## src/rtl/hazard_control_unit.sv

```systemverilog
// Decode-stage hazard control: detects load-use and branch-compare hazards, drives stall/flush
// controls, and keeps saturating stall and flush counters for performance debug.
module hazard_control_unit #(
    parameter int unsigned REG_ADDR_W = 5,
    parameter int unsigned CNT_WIDTH  = 16
) (
    input  logic                  clk,
    input  logic                  reset,
    input  logic [REG_ADDR_W-1:0] if_id_rs,
    input  logic [REG_ADDR_W-1:0] if_id_rt,
    input  logic                  id_uses_rt,
    input  logic                  id_branch,
    input  logic                  id_jump,
    input  logic                  branch_taken,
    input  logic                  id_ex_mem_read,
    input  logic                  id_ex_reg_write,
    input  logic [REG_ADDR_W-1:0] id_ex_dest,
    input  logic                  ex_mem_mem_read,
    input  logic [REG_ADDR_W-1:0] ex_mem_dest,
    output logic                  pc_write_en,
    output logic                  if_id_write_en,
    output logic                  data_hazard,
    output logic                  if_flush,
    output logic [1:0]            hz_state,
    output logic [CNT_WIDTH-1:0]  stall_cycles,
    output logic [CNT_WIDTH-1:0]  flush_count
);

    typedef enum logic [1:0] {
        StRun    = 2'b00,
        StStall1 = 2'b01,
        StStall2 = 2'b10
    } hz_state_e;

    hz_state_e            state_q, state_d;
    logic [CNT_WIDTH-1:0] stall_q, stall_d;
    logic [CNT_WIDTH-1:0] flush_q, flush_d;

    logic ex_match, mem_match;
    logic need2, need1, need_any;
    logic stall, flush;

    function automatic logic reg_match(input logic [REG_ADDR_W-1:0] d,
                                       input logic [REG_ADDR_W-1:0] rs,
                                       input logic [REG_ADDR_W-1:0] rt,
                                       input logic                  uses_rt);
        return (d != '0) && ((d == rs) || (uses_rt && (d == rt)));
    endfunction

    always_comb begin
        ex_match  = reg_match(id_ex_dest, if_id_rs, if_id_rt, id_uses_rt);
        mem_match = reg_match(ex_mem_dest, if_id_rs, if_id_rt, id_uses_rt);
        need2     = id_branch && id_ex_mem_read && ex_match;
        need1     = !need2 && ((id_ex_mem_read && ex_match) ||
                               (id_branch && id_ex_reg_write && ex_match) ||
                               (id_branch && ex_mem_mem_read && mem_match));
        need_any  = need2 || need1;
    end

    // Outputs are forced to their idle values while reset is held, regardless of hazard inputs.
    always_comb begin
        stall = 1'b0;
        flush = 1'b0;
        if (!reset) begin
            if (state_q == StRun) begin
                stall = need_any;
                flush = !need_any && ((id_branch && branch_taken) || id_jump);
            end else begin
                stall = 1'b1;
            end
        end
    end

    always_comb begin
        state_d = StRun;
        if (state_q == StRun && need2) begin
            state_d = StStall1;
        end
        stall_d = stall_q;
        if (stall && (stall_q != '1)) begin
            stall_d = stall_q + CNT_WIDTH'(1);
        end
        flush_d = flush_q;
        if (flush && (flush_q != '1)) begin
            flush_d = flush_q + CNT_WIDTH'(1);
        end
    end

    always_ff @(posedge clk or posedge reset) begin
        if (reset) begin
            state_q <= StRun;
            stall_q <= '0;
            flush_q <= '0;
        end else begin
            state_q <= state_d;
            stall_q <= stall_d;
            flush_q <= flush_d;
        end
    end

    assign pc_write_en    = !stall;
    assign if_id_write_en = !stall;
    assign data_hazard    = stall;
    assign if_flush       = flush;
    assign hz_state       = state_q;
    assign stall_cycles   = stall_q;
    assign flush_count    = flush_q;

endmodule

```

## config.mk

```make
export PLATFORM = sky130hd
export DESIGN_NAME = hazard_control_unit
export DESIGN_NICKNAME = d
export VERILOG_FILES = /design/src/rtl/hazard_control_unit.sv
export SDC_FILE = /design/constraint.sdc
export NUM_CORES = 1
export LEC_CHECK = 0
export CORE_MARGIN = 10
export CORE_UTILIZATION = 45
export DETAILED_ROUTE_END_ITERATION = 8
export GPL_TIMING_DRIVEN = 0
export PLACE_DENSITY = 0.88
export SLEW_MARGIN = 40
export SYNTH_ARGS = -nofsm -noshare
export SYNTH_HDL_FRONTEND = slang
export SYNTH_SLANG_ARGS = --single-unit
export TNS_END_PERCENT = 1
```

## constraint.sdc

```tcl
create_clock -name clk -period 2.1 [get_ports clk]
set_input_delay 0.21 -clock clk [delete_from_list [all_inputs] [get_ports clk]]
set_output_delay 0.21 -clock clk [all_outputs]
set_load 0.05 [all_outputs]
```

==> impl_metrics.toml <==
[timing]
tns_ns = 0
relSlewSlack = 0.6438
hold_viol = 0
setup_viol = 0
rsz0062_at_grt = "true"
period_minus_slack_ns = 2.071
skew_ns = 0.005568
fmax_mhz = 483.0
fin_crit_sh = 0.9860
tightest_slew_ns = 0.5327
drv_slew = 0
whs_ns = 0.4026

[drt]
routed_wl_um = 4965
wl_per_cell_um = 16.12
drtIter0Drc = 33
num_vias = 1579
route.detailed.drc = 0
viasPerCell = 5.127
dr.pass1.iters = 4
antenna_left = 0

[global_route]
track_usage = 0.1395
overflow = 0
antenna_found_initial = 0
grt_max_degree = 35
grt_pass1_vias = 1627
grt_pass1_wl_um = 8231

[worst_setup_path]
cp.depth = 7
reg2reg_depth = 7
r2r_slack_ns = 0.03
critPathSlowestCell = "dfrtp_1"
reg2reg_from = "stall_cycles[5]"
end_kind = "flop"
path_cells = "and4_4 > and3_1 > and3_4 > a31o_2 > a21oi_4 > buf_4 > mux2_2"
cp.arrival_ns = 2.24
crit_required_ns = 2.27
criticalPathCategory = "reg -> reg"
critPathLaunchType = "flop"
max_stage_delay_ns = 0.46
rr_endpoint = "stall_cycles[1]"
crit_buf_inv = 1
crit_family = "simple AND/OR/NAND/NOR gates"
cp-startpoint = "stall_cycles[5]"
crit_fanout = 6

[yosys]
yosysUniqueCellTypes = 30
synth_top_area_share = 0.4403
synth_top_area_cell = "dfrtp_1"
yosysSeqAreaShare = 0.4403
synth_warnings = 0
synth_area_per_cell_um2 = 10.36
ys_top_cells_by_area = "dfrtp_1 44%, xnor2_1 16%, xor2_1 6.5%"
synth_cells = 181
synth_nets = 212
synth_area_um2 = 1876
synth-seq-cells = 33

[placed_design]
gp_routability_congestion = 0.7947
hpwl_um = 3807
placedCellCount = 296
portBuffers = 65

[clock_network]
clockBufferDepth = 2
clock_latency_ns = 0.29
tritoncts = "built"
clock-sinks = 33
path_clk_slew_ns = 0.07
ctsRootBufferMaster = "clkbuf_8"
cts_max_level = 2
cts_made_buffers = 5
postCtsHoldBufs = 0

[power_and_ir_drop]
leakage_nw = 1.180
power_density_nw_per_um2 = 767.9
fin_total_pwr_w = 0.002076
vdd_drop_max_mv = 0.8852

[run]
cap_violations = 0

[die]
core_area_um2 = 4029
fp-row-count = 23
die_x_um = 84.56
io_pins = 67
die_y_um = 84.56
initial_core_util = 0.4655
dieArea_um2 = 7150

[cells_and_area]
nets = 288
layout-drive-gt1-share = 0.1434
syn_to_final_growth_pct = 44.16
final_cells = 308
n_antenna_cell = 0

[run_status]
status = "completed"

[worst_hold_path]
hp-class = "in -> async"
[cells by family (layout without fill, tap and decap cells)]
| family | Yosys count | after routing | share of synthesized area |
|---|---|---|---|
| compound gates | 8 | 8 | 0.05138 |
| xor+xnor | 50 | 50 | 0.2375 |
| fa+ha+maj | 2 | 2 | 0.01334 |
| buf+inv | 9 | 86 | 0.03002 |
| flops | 33 | 33 | 0.4403 |
| mux | 2 | 2 | 0.01201 |
| other cells | 1 | 1 | 0.001999 |
| simple gates | 76 | 76 | 0.2135 |
[report_power, final]
| part | switching, W | total [W] | internal (W) |
|---|---|---|---|
| sequential | 0.000122 | 0.000840 | 0.000718 |
| clock | 0.000232 | 0.000460 | 0.000228 |
| combinational | 0.000476 | 0.000776 | 0.000300 |
[metal layers]
metal / vias up / global-route usage / wire length (um)
met1: 741 / 0.1707 / 2268
met2: 55 / 0.2189 / 2207
met4: 0 / 0.04042 / 66
li1: 777 / - / -
met5: - / 0 / 0
met3: 6 / 0.05797 / 423
[worst max-delay path by stage]
| stage | end | slack (ns) |
|---|---|---|
| 4_1_cts | stall_cycles[10] | 0.006 |
| 5_1_grt | pc_write_en | -0.07 |
| 3_3_place_gp | pc_write_en | -0.97 |
| 3_5_place_dp | data_hazard | -0.80 |
| 6_report | stall_cycles[1] | 0.03 |
| 2_1_floorplan | flush_count[1] | -0.18 |
[Yosys cell counts]
cell,number
xnor2_1,35
dfrtp_1,33
nand2_1,18
nand3_1,15
xor2_1,14
nor3_1,12
nand4_1,9
nor2_1,9
and3_1,6
inv_1,5
buf_4,2
buf_6,2
ha_1,2
mux2_2,2
nand3_2,2
a21o_1,1
a21oi_1,1
a21oi_4,1
a31o_2,1
a41oi_4,1
and3_4,1
and4_1,1
and4_4,1
conb_1,1
nand4_2,1
nor4_1,1
o22ai_1,1
o31a_1,1
o32ai_2,1
xnor2_2,1
[cell type report]
type / instances / area [um2]
fillers: 332 / 1325
multi-input cells: 139 / 1010
flip-flops and latches: 33 / 825.8
repair buffers: 69 / 660.6
clock buffers: 5 / 68.82
well taps: 50 / 62.56
plain buffers: 4 / 37.54
inverters: 5 / 21.27
clock inverters: 3 / 17.52
[sequential cells by signal, summed over array words and instances, names as in the netlist]
register and flops:
flush_count 16, stall_cycles 16, hz_state 1
[metrics by stage]
step | utilization | setup slack [ns] | cell area [um2]
after floorplan | - | -0.1760 | 1881
after global placement | 0.6438 | -0.9697 | 2594
after detailed placement | 0.6438 | -0.8032 | 2594
after CTS | 0.6646 | 0.005794 | 2678
after global routing | 0.6711 | -0.07287 | 2704
final | 0.6711 | 0.02949 | 2704
[cells in the final DEF, fill, tap and decap left out, types with 2 or more instances in the layout]
master           instances
and4_4                   2
xor2_1                  14
nor2_1                   9
nand4_1                  9
nor3_1                  11
buf_6                    3
nand3_2                  2
nand3_1                 15
nand2_1                 17
dlygate4sd2_1            9
mux2_2                   2
inv_1                    4
buf_2                    2
and3_1                   6
dfrtp_1                 33
buf_4                    7
xnor2_1                 35
ha_1                     2
clkdlybuf4s50_1         51
clkbuf_8                 5
clkinv_2                 2
[what timing repair did]
action / 4_1_cts / 5_1_grt
pin swaps: 7 / 5
resized for setup: 33 / 5
setup buffers: 2 / 2
setup endpoints to repair: 7 / 14
Note: power is estimated with default switching activity, not from simulation.
